--- config.mk ---
export PLATFORM = sky130hd
export DESIGN_NAME = seg7_scan_driver_flat
export DESIGN_NICKNAME = d
export VERILOG_FILES = /design/src/rtl/seg7_scan_driver_pkg.sv /design/src/rtl/seg7_scan_driver_if.sv /design/src/rtl/seg7_scan_driver_bcd_to_seg7.sv /design/src/rtl/seg7_scan_driver.sv /design/src/flat_wrapper.sv
export SDC_FILE = /design/constraint.sdc
export NUM_CORES = 1
export LEC_CHECK = 0
export ABC_AREA = 1
export BUFFER_PORTS_ARGS = -buffer_cell sky130_fd_sc_hd__buf_4
export CORE_ASPECT_RATIO = 1.75
export CORE_MARGIN = 4
export CORE_UTILIZATION = 62
export CTS_BUF_LIST = sky130_fd_sc_hd__clkbuf_4
export DETAILED_ROUTE_END_ITERATION = 10
export PLACE_DENSITY = 0.91
export SLEW_MARGIN = 30
export SYNTH_ARGS = -nofsm -noshare
export SYNTH_HDL_FRONTEND = slang
export SYNTH_SLANG_ARGS = --single-unit
--- constraint.sdc ---
create_clock -name clk -period 3.5 [get_ports clk]
set_input_delay 0.7 -clock clk [delete_from_list [all_inputs] [get_ports clk]]
set_output_delay 0.7 -clock clk [all_outputs]
set_load 0.02 [all_outputs]
--- src/rtl/seg7_scan_driver_pkg.sv ---
// rtl/seg7_scan_driver_pkg.sv - segment patterns and shared types for the scan driver
package seg7_scan_driver_pkg;

  // Segment bit order is {dp,g,f,e,d,c,b,a}; patterns below cover g..a only.
  localparam int SEG_DP_BIT = 7;

  localparam logic [6:0] SEG_0    = 7'h3F;
  localparam logic [6:0] SEG_1    = 7'h06;
  localparam logic [6:0] SEG_2    = 7'h5B;
  localparam logic [6:0] SEG_3    = 7'h4F;
  localparam logic [6:0] SEG_4    = 7'h66;
  localparam logic [6:0] SEG_5    = 7'h6D;
  localparam logic [6:0] SEG_6    = 7'h7D;
  localparam logic [6:0] SEG_7    = 7'h07;
  localparam logic [6:0] SEG_8    = 7'h7F;
  localparam logic [6:0] SEG_9    = 7'h6F;
  localparam logic [6:0] SEG_DASH = 7'h40;
  localparam logic [6:0] SEG_OFF  = 7'h00;

  typedef struct packed {
    logic       dp;
    logic [6:0] seg;
  } seg_word_t;

endpackage

--- src/rtl/seg7_scan_driver_if.sv ---
// rtl/seg7_scan_driver_if.sv - digit source and display pin bundle for the scan driver
interface seg7_scan_driver_if #(
  parameter int DIGITS = 8
);
  logic [4*DIGITS-1:0] digits_in;
  logic [DIGITS-1:0]   dp_in;
  logic [DIGITS-1:0]   blink_in;
  logic                lz_en;
  logic                load;
  logic [DIGITS-1:0]   seg_an;
  logic [7:0]          seg_out;
  logic                frame_done;

  modport master (
    output digits_in, dp_in, blink_in, lz_en, load,
    input  seg_an, seg_out, frame_done
  );

  modport slave (
    input  digits_in, dp_in, blink_in, lz_en, load,
    output seg_an, seg_out, frame_done
  );
endinterface

--- src/rtl/seg7_scan_driver_bcd_to_seg7.sv ---
// rtl/seg7_scan_driver_bcd_to_seg7.sv - combinational BCD digit to 7-segment pattern
module bcd_to_seg7
  import seg7_scan_driver_pkg::*;
(
  input  logic [3:0] bcd,
  output logic [6:0] seg
);

  // Values 10-15 are not valid BCD and show a dash as an error marker.
  always_comb begin
    seg = SEG_OFF;
    case (bcd)
      4'd0:    seg = SEG_0;
      4'd1:    seg = SEG_1;
      4'd2:    seg = SEG_2;
      4'd3:    seg = SEG_3;
      4'd4:    seg = SEG_4;
      4'd5:    seg = SEG_5;
      4'd6:    seg = SEG_6;
      4'd7:    seg = SEG_7;
      4'd8:    seg = SEG_8;
      4'd9:    seg = SEG_9;
      default: seg = SEG_DASH;
    endcase
  end

endmodule

--- src/rtl/seg7_scan_driver.sv ---
// rtl/seg7_scan_driver.sv - time-multiplexed 7-segment driver with frame-synchronous digit shadow
module seg7_scan_driver
  import seg7_scan_driver_pkg::*;
#(
  parameter int CLK_HZ   = 100000000,
  parameter int SCAN_HZ  = 1000,
  parameter int DIGITS   = 8,
  parameter int GUARD    = 4,
  parameter int BLINK_HZ = 2
) (
  input  logic               clk,
  input  logic               rst_n,
  seg7_scan_driver_if.slave  bus
);

  localparam int DIV   = CLK_HZ / SCAN_HZ;
  localparam int BHALF = CLK_HZ / (2 * BLINK_HZ);
  localparam int CW    = (DIV > 1) ? $clog2(DIV) : 1;
  localparam int IW    = (DIGITS > 1) ? $clog2(DIGITS) : 1;
  localparam int BW    = (BHALF > 1) ? $clog2(BHALF) : 1;

  logic [CW-1:0]       cnt_q, cnt_d;
  logic [IW-1:0]       idx_q, idx_d;
  logic [BW-1:0]       blink_cnt_q, blink_cnt_d;
  logic                phase_q, phase_d;
  logic [4*DIGITS-1:0] act_dig_q, act_dig_d, pend_dig_q, pend_dig_d;
  logic [DIGITS-1:0]   act_dp_q, act_dp_d, pend_dp_q, pend_dp_d;
  logic [DIGITS-1:0]   act_bl_q, act_bl_d, pend_bl_q, pend_bl_d;
  logic                pend_v_q, pend_v_d;
  logic [DIGITS-1:0]   seg_an_q, seg_an_d;
  logic [7:0]          seg_out_q, seg_out_d;
  logic                fd_q, fd_d;

  logic                tick, boundary;
  logic [3:0]          cur_digit;
  logic                cur_dp, cur_bl, cur_blank;
  logic [6:0]          dec_seg;
  logic [DIGITS-1:0]   blank_vec;
  logic                zero_above;
  seg_word_t           word;

  bcd_to_seg7 u_dec (
    .bcd (cur_digit),
    .seg (dec_seg)
  );

  // Select the active digit for the current slot and work out leading-zero blanking.
  always_comb begin
    cur_digit  = 4'd0;
    cur_dp     = 1'b0;
    cur_bl     = 1'b0;
    cur_blank  = 1'b0;
    blank_vec  = '0;
    zero_above = 1'b1;
    for (int i = DIGITS - 1; i >= 0; i--) begin
      zero_above   = zero_above && (act_dig_q[4*i +: 4] == 4'd0);
      blank_vec[i] = bus.lz_en && (i != 0) && zero_above;
    end
    for (int i = 0; i < DIGITS; i++) begin
      if (IW'(i) == idx_q) begin
        cur_digit = act_dig_q[4*i +: 4];
        cur_dp    = act_dp_q[i];
        cur_bl    = act_bl_q[i];
        cur_blank = blank_vec[i];
      end
    end
  end

  // Next-state for prescaler, slot index, blink phase, digit shadow and registered outputs.
  always_comb begin
    tick        = (cnt_q == CW'(DIV - 1));
    boundary    = tick && (idx_q == IW'(DIGITS - 1));
    cnt_d       = tick ? '0 : cnt_q + 1'b1;
    idx_d       = idx_q;
    blink_cnt_d = blink_cnt_q + 1'b1;
    phase_d     = phase_q;
    act_dig_d   = act_dig_q;
    act_dp_d    = act_dp_q;
    act_bl_d    = act_bl_q;
    pend_dig_d  = pend_dig_q;
    pend_dp_d   = pend_dp_q;
    pend_bl_d   = pend_bl_q;
    pend_v_d    = pend_v_q;
    seg_an_d    = '0;
    seg_out_d   = 8'h00;
    fd_d        = boundary;
    word        = '0;

    if (tick) idx_d = (idx_q == IW'(DIGITS - 1)) ? '0 : idx_q + 1'b1;

    if (blink_cnt_q == BW'(BHALF - 1)) begin
      blink_cnt_d = '0;
      phase_d     = ~phase_q;
    end

    // A load on the boundary bypasses pending so it appears in the very next frame.
    if (boundary) begin
      pend_v_d = 1'b0;
      if (bus.load) begin
        act_dig_d = bus.digits_in;
        act_dp_d  = bus.dp_in;
        act_bl_d  = bus.blink_in;
      end else if (pend_v_q) begin
        act_dig_d = pend_dig_q;
        act_dp_d  = pend_dp_q;
        act_bl_d  = pend_bl_q;
      end
    end else if (bus.load) begin
      pend_dig_d = bus.digits_in;
      pend_dp_d  = bus.dp_in;
      pend_bl_d  = bus.blink_in;
      pend_v_d   = 1'b1;
    end

    // Anodes stay off for the first GUARD clocks of each slot to avoid ghosting.
    if (cnt_q >= CW'(GUARD)) begin
      seg_an_d[idx_q] = 1'b1;
      word.dp         = cur_dp;
      word.seg        = cur_blank ? SEG_OFF : dec_seg;
      if (!phase_q && cur_bl) word = '0;
      seg_out_d       = word;
    end
  end

  // State and output registers, cleared asynchronously.
  always_ff @(posedge clk or negedge rst_n) begin
    if (!rst_n) begin
      cnt_q       <= '0;
      idx_q       <= '0;
      blink_cnt_q <= '0;
      phase_q     <= 1'b1;
      act_dig_q   <= '0;
      act_dp_q    <= '0;
      act_bl_q    <= '0;
      pend_dig_q  <= '0;
      pend_dp_q   <= '0;
      pend_bl_q   <= '0;
      pend_v_q    <= 1'b0;
      seg_an_q    <= '0;
      seg_out_q   <= 8'h00;
      fd_q        <= 1'b0;
    end else begin
      cnt_q       <= cnt_d;
      idx_q       <= idx_d;
      blink_cnt_q <= blink_cnt_d;
      phase_q     <= phase_d;
      act_dig_q   <= act_dig_d;
      act_dp_q    <= act_dp_d;
      act_bl_q    <= act_bl_d;
      pend_dig_q  <= pend_dig_d;
      pend_dp_q   <= pend_dp_d;
      pend_bl_q   <= pend_bl_d;
      pend_v_q    <= pend_v_d;
      seg_an_q    <= seg_an_d;
      seg_out_q   <= seg_out_d;
      fd_q        <= fd_d;
    end
  end

  assign bus.seg_an     = seg_an_q;
  assign bus.seg_out    = seg_out_q;
  assign bus.frame_done = fd_q;

endmodule

--- src/flat_wrapper.sv ---
// flat-port wrapper written by rule: the top's interface ports become plain ports
module seg7_scan_driver_flat import seg7_scan_driver_pkg::*;
#(
  parameter int CLK_HZ   = 100000000,
  parameter int SCAN_HZ  = 1000,
  parameter int DIGITS   = 8,
  parameter int GUARD    = 4,
  parameter int BLINK_HZ = 2
)
  (clk, rst_n, bus_digits_in, bus_dp_in, bus_blink_in, bus_lz_en, bus_load, bus_seg_an, bus_seg_out, bus_frame_done);
  seg7_scan_driver_if #(.DIGITS(DIGITS)) bus_i ();
  input  logic clk;
  input  logic rst_n;
  input wire logic [$bits(bus_i.digits_in)-1:0] bus_digits_in;
  input wire logic [$bits(bus_i.dp_in)-1:0] bus_dp_in;
  input wire logic [$bits(bus_i.blink_in)-1:0] bus_blink_in;
  input wire logic [$bits(bus_i.lz_en)-1:0] bus_lz_en;
  input wire logic [$bits(bus_i.load)-1:0] bus_load;
  output wire logic [$bits(bus_i.seg_an)-1:0] bus_seg_an;
  output wire logic [$bits(bus_i.seg_out)-1:0] bus_seg_out;
  output wire logic [$bits(bus_i.frame_done)-1:0] bus_frame_done;
  assign bus_i.digits_in = bus_digits_in;
  assign bus_i.dp_in = bus_dp_in;
  assign bus_i.blink_in = bus_blink_in;
  assign bus_i.lz_en = bus_lz_en;
  assign bus_i.load = bus_load;
  assign bus_seg_an = bus_i.seg_an;
  assign bus_seg_out = bus_i.seg_out;
  assign bus_frame_done = bus_i.frame_done;
  seg7_scan_driver #(.CLK_HZ(CLK_HZ), .SCAN_HZ(SCAN_HZ), .DIGITS(DIGITS), .GUARD(GUARD), .BLINK_HZ(BLINK_HZ)) u_core (.clk(clk), .rst_n(rst_n), .bus(bus_i));
endmodule
==> results of run 1 <==
-- cell usage after synthesis --
master      n
dfrtp_1   159
xor2_1      7
clkbuf_1    9
buf_4       4
nand3_1    31
buf_12      5
o21bai_1    1
a31oi_1     2
nand3_2     2
xnor2_1     2
nand2_1   117
nor4_4      1
o31ai_1     1
dfstp_2     1
a21oi_1    80
nor4_1      8
inv_2       1
a21o_1      1
buf_2       3
nand2_2     4
nor2_1    125
a22oi_1     1
o21ai_0    30
nor2_2      1
clkinv_2    1
inv_1     192
a211oi_1    1
or4_1       1
mux2_1     20
o211a_1     1
buf_6       7
ha_1       15
nor3_1     12
o21a_1      3
or3_1       1
o221ai_1    1
o211ai_1    3
nand4_1    16
o22ai_1     1
mux2_2     76
-- area by class of cell --
cell class	instances	area, um^2
Antenna cell	1	2.50
Clock buffer	17	128
Clock inverter	15	136
Fill cell	964	3900
Inverter	194	729
Multi-Input combinational cell	565	3380
Sequential cell	160	4010
Tap cell	171	214
Timing Repair Buffer	74	584
-- through the flow --
step                      setup WS (ns)  hold WS (ns)   util
after floorplan                    1.11         0.404      -
after global placement            0.918         0.453  0.682
after detailed placement          0.749         0.472  0.682
after CTS                         0.724         0.144  0.702
after global routing              0.434         0.156  0.702
final                             0.683         0.123  0.702
-- layer usage --
layer,global-route usage,up-vias
met5,0,-
met3,0.0440,63
met1,0.267,3078
met4,0.106,0
li1,-,3130
met2,0.434,182
-- worst paths after layout --
| check | cells past startpoint | to | start |
|---|---|---|---|
| max | 18 | u_core.bus.seg_out[3]$_DFF_PN0_ | u_core.idx_q[1]$_DFFE_PN0N_ |
| min reg2reg | 1 | u_core.blink_cnt_q[0]$_DFF_PN0_ | u_core.blink_cnt_q[0]$_DFF_PN0_ |
| min | 1 | u_core.cnt_q[6]$_DFF_PN0_ | rst_n |
| max in group asynchronous | 2 | u_core.phase_q$_DFFE_PN1N_ | rst_n |
| min in group clk | 2 | u_core.pend_bl_q[4]$_DFFE_PN0P_ | bus_blink_in[4] |
| max reg2reg | 18 | u_core.bus.seg_out[3]$_DFF_PN0_ | u_core.idx_q[1]$_DFFE_PN0N_ |
-- worst reg2reg max path: cells and delay by family, from the launching register on --
family / cells / cell delay (ns)
fa+ha+maj: 2 / 0.61
flops: 1 / 0.45
simple gates: 9 / 0.95
buf+inv: 4 / 0.43
compound gates: 3 / 0.33
-- sequential cells by signal, indices dropped and copies added (netlist names), 3 cells and up --
signal	cells
u_core.act_bl_q	8
u_core.act_dp_q	8
u_core.blink_cnt_q	25
u_core.pend_dig_q	32
u_core.idx_q	3
u_core.pend_bl_q	8
u_core.bus.seg_an	8
u_core.act_dig_q	32
u_core.pend_dp_q	8
u_core.cnt_q	17
u_core.bus.seg_out	8
-- cell usage in the layout, fill, tap and decap left out, types with 17 or more instances in the layout --
| master | count |
|---|---|
| nand3_1 | 31 |
| buf_4 | 71 |
| clkbuf_4 | 17 |
| a21oi_1 | 80 |
| o21ai_0 | 30 |
| nand2_1 | 117 |
| inv_1 | 192 |
| nor2_1 | 125 |
| dfrtp_1 | 159 |
| mux2_2 | 76 |
| mux2_1 | 20 |
-- kinds of logic after synthesis --
| kind of cell | after synthesis | synth area share |
|---|---|---|
| AO/OA/AOI/OAI | 126 | 0.0801 |
| XOR/XNOR | 9 | 0.00942 |
| adder cells (fa/ha/maj) | 15 | 0.0224 |
| buffers and inverters | 222 | 0.118 |
| flip-flops | 160 | 0.478 |
| multiplexers | 96 | 0.129 |
| AND/OR/NAND/NOR | 319 | 0.162 |
-- power groups by stage --
stage,Clock (mW),Sequential (mW),Combinational [mW]
detailed placement,0,1.97,0.250
global placement,0,1.96,0.242
floorplan,0,1.96,0.134
CTS,1.05,1.93,0.252
global route,1.14,1.94,0.273
finish,1.03,1.93,0.247
==> out/results.tsv, run 1 <==
metric	value	unit
worst-path-max-fanout	8	
status	finished, final reports clean	
place_area	0.00891	mm^2
yosysWarnings	0	
start_kind	flip-flop	
skew	0.0273	ns
syn_nets	1014	
wl_met3	717	um
cts_root_buffer	clkbuf_4	
slowest_delay	0.45	ns
drcViolationCount	0	
drtPass1Iterations	7	
hold_violations	0	
rsz0062_at_grt	no	
post-route-period-util	0.805	
cp_top_family	simple AND/OR/NAND/NOR gates	
portBuffers	68	
r2r_setup_slack	0.68	ns
p_int	2.39	mW
power.density	350	mW/mm^2
syn-mean-instance-area	8.84	um^2
layout.cells.non_filler	1197	
ir_drop	0.361	mV
power.net_switching	0.819	mW
syn_to_final_growth	9.66	%
finalSetupTns	0	ns
grt_pass1_wl	29100	um
die-area	0.0155	mm^2
max-slew-margin-rel	0.546	
grt_overflow	0	
cts_tree	done	
die_h	162	um
slowest_stage	dfrtp_1	
fmax	355	MHz
grt_antenna_before_repair	1	
postCtsResizedCells	0	
cpMostUsedCell	nand2_1	
p_clk_frac	0.322	
min_period	2.82	ns
clk_latency	0.57	ns
met1_length	6480	um
place.gp.congestion	0.915	
routed_wl	17400	um
critPathBufInv	4	
row_count	55	
synth-seq-cells	160	
finalSetupViolCount	0	
wl_met2	9550	um
wl_per_cell	14.6	um
hold_buffers	0	
p_total	3.21	mW
cts_inserted_buffers	17	
crit_type	reg -> reg	
cts_setup_buffers	0	
grt.total_usage	0.240	
first_iter_violations	436	
grt_max_degree	77	
via_count	6453	
top_layer_used	met4	
numPlacedInstances	1164	
die_w	95.8	um
tightestPinTransition	0.680	ns
ant_nets	0	
core	0.0131	mm^2
combPwrFrac	0.077	
ys_types	40	
final_cell_area	0.00918	mm^2
cts.sinks	160	
yosysSeqAreaShare	0.478	
swShare	0.255	
synth_top_cell_area_share	0.475	
leakage	4.56	nW
power.share.sequential	0.601	
holdCritPathClass	in -> async	
clkSlewWorstSetupHoldPaths	0.15	ns
worstPathArrival	3.33	ns
drive_above_1_share	0.189	
required	4.01	ns
cp-end-kind	flip-flop	
ios	69	
maxCapViolations	0	
syn_area	0.00837	mm^2
cts_buffer_depth	2	
initial_core_util	0.640	
syn-instance-count	947	
grt_pass1_vias	6429	
nets	1079	
synth_top_area_cell	dfrtp_1	
htreeDepth	4	
synthTopCellsByArea	dfrtp_1 (48%), mux2_2 (10%), inv_1 (8.6%)	
drv_slew	0	
crit_chain	inv_1 -> ha_1 -> inv_1 -> nor2_1 -> nand2_1 -> a21oi_1 -> o22ai_1 -> nand2_1 -> nand2_1 -> o211ai_1 -> nand2_1 -> nand2_1 -> inv_1 -> ha_1 -> inv_1 -> nor2_1 -> nor2_1 -> nor2_1	
dp_hpwl	12600	um
vias_per_cell	5.39	
Power figures use the tool's default switching activity.
==> run 2, diff against run 1 <==
- clock period: 3.5 -> 2.8 ns (I/O delays scaled with it)
==> run 2 against run 1 <==
First-iteration DRC count increased by 6.2%. Register-to-register slack worse by 0.47 ns. Critical endpoint unchanged. Power is 30% higher. Non-clock buffer count increased by 3. Utilization increased by 0.83 points. Sequential cell count unchanged. Clock skew is 0.0068 ns higher. Final area increased by 1.2%. Sequential share of layout area fell by 0.50 points. Via count is 1.2% higher.
==> out/results.tsv, run 2 (synthesized netlist as in run 1, its figures left out) <==
metric	value	unit	change
status	finished, final reports clean		
r2r_setup_slack	0.21	ns	-0.47 ns
finalSetupTns	0	ns	unchanged
initial_core_util	0.640		unchanged
die-area	0.0155	mm^2	unchanged
layout.cells.non_filler	1200		+0.25%
htreeDepth	4		unchanged
holdCritPathClass	in -> reg		
ir_drop	0.266	mV	-26%
final_common_cell	inv_1		
clk_latency	0.57	ns	about the same
power.density	449	mW/mm^2	+28%
core	0.0131	mm^2	unchanged
grt_antenna_before_repair	1		unchanged
vias_per_cell	5.44		+0.96%
post-route-util	0.710		+0.00833
cts_root_buffer	clkbuf_4		
cts_inserted_buffers	17		unchanged
required	3.30	ns	-0.71 ns
max-slew-margin-rel	0.500		-0.0465
grt_max_degree	97		+26%
finalWorstSetupSlack	0.211	ns	-0.472 ns
routed_wl	18300	um	+5.3%
ant_nets	0		unchanged
skew	0.0341	ns	+0.00682 ns
drtPass1Iterations	5		-2
syn_to_final_growth	11.0	%	
crit_path_start	u_core.idx_q[0]$_DFFE_PN0N_		
maxCapViolations	0		unchanged
drive_above_1_share	0.196		+0.00626
numPlacedInstances	1166		+0.17%
top_regs	u_core.act_dig_q: 32 flops, u_core.pend_dig_q: 32 flops, u_core.blink_cnt_q: 25 flops		
portBuffers	68		unchanged
p_total	4.17	mW	+30%
nets	1082		+0.28%
regArea	0.00401	mm^2	about the same
cts_tree	done		
post-route-period-util	0.925		+0.120
start_kind	flip-flop		
clkSlewWorstSetupHoldPaths	0.15	ns	about the same
worst-path-max-fanout	6		-2
cts_setup_buffers	0		unchanged
hold_ws	0.211	ns	+0.0879 ns
hold_start	bus_digits_in[28]		
fmax	386	MHz	+8.8%
worstPathArrival	3.09	ns	-0.24 ns
row_count	55		unchanged
die_h	162	um	unchanged
leakage	4.62	nW	+1.3%
grt_pass1_vias	6757		+5.1%
grt.total_usage	0.255		+0.0149
multi_input_area	0.00339	mm^2	+0.26%
dp_hpwl	13400	um	+5.9%
cts_buffer_depth	2		unchanged
reg2reg_from	u_core.idx_q[0]$_DFFE_PN0N_		
n_fill_cell	955		-0.93%
wl_per_cell	15.3	um	+5.0%
first_iter_violations	463		+6.2%
via_count	6531		+1.2%
ios	69		unchanged
grt_pass1_wl	30700	um	+5.3%
rsz0062_at_grt	no		
min_period	2.59	ns	-0.228 ns
hold_violations	0		unchanged
drv_slew	0		unchanged
crit_type	reg -> reg		
place.gp.congestion	0.919		+0.39%
tightestPinTransition	0.743	ns	+0.0629 ns
cts.sinks	160		unchanged
die_w	95.8	um	unchanged
cp-end-kind	flip-flop		
finalSetupViolCount	0		unchanged
place_ws	0.192	ns	-0.557 ns
drcViolationCount	0		unchanged
final_cell_area	0.00929	mm^2	+1.2%
grt_overflow	0		unchanged
final_cell_mix	inv_1 (191), dfrtp_1 (158), nor2_1 (123), nand2_1 (117), a21oi_1 (79)		
place_area	0.00896	mm^2	+0.59%
-- run 2: cell types whose count changed in the layout (fill, tap and decap cells not counted), moves of 2 or more --
cell and change:
nor2_1 -2, nor2_2 +2, clkinvlp_4 -5, inv_8 +2, buf_12 +3, inv_6 +2
-- run 2: layout make-up --
class	count	share of cell area
clock inverter	15	0.0186
multi-input combinational	565	0.365
clock buffer	17	0.0137
sequential	160	0.431
timing repair buffer	77	0.0696
inverter	194	0.0785
antenna	1	0.000269
tap	171	0.0230
-- run 2: worst max-delay path, cell delays in order (launching register included) --
cell and delay [ns]:
dfrtp_1 0.45, inv_1 0.12, ha_1 0.22, inv_1 0.07
nor2_2 0.19, nand3_1 0.10, a21oi_1 0.19, o22ai_1 0.10
nand2_1 0.07, nand2_1 0.05, o211ai_1 0.08, nand2_1 0.07
nand2_1 0.10, inv_1 0.10, ha_1 0.29, inv_1 0.04
nor2_1 0.15, nor2_1 0.07, nor2_1 0.09
-- run 2: final timing paths --
check / end / cells after the start
setup reg to reg: u_core.bus.seg_out[3]$_DFF_PN0_ / 18
max in group asynchronous: u_core.phase_q$_DFFE_PN1N_ / 3
min in group asynchronous: u_core.blink_cnt_q[9]$_DFF_PN0_ / 2
setup / recovery: u_core.bus.seg_out[3]$_DFF_PN0_ / 18
hold reg to reg: u_core.blink_cnt_q[0]$_DFF_PN0_ / 1
hold / removal: u_core.pend_dig_q[28]$_DFFE_PN0P_ / 2
-- run 2: power breakdown --
group	switching (mW)	internal (mW)	leakage, nW	total (mW)
sequential	0.0340	2.38	1.83	2.41
clock	0.881	0.557	0.158	1.44
combinational	0.145	0.174	2.63	0.319
-- run 2: per-layer routing --
metal,part of all wire,global-route usage,vias to the layer above
li1,-,-,3144
met1,0.35,0.265,3085
met2,0.55,0.462,215
met3,0.044,0.0528,87
met4,0.055,0.141,0
met5,0,0,-
-- run 2: what timing repair did --
| action | CTS | global route |
|---|---|---|
| setup endpoints to repair | 0 | 5 |
| resized for setup | 0 | 5 |
| hold buffers | 1 | 0 |
| endpoints found under the hold margin | 57 | 0 |
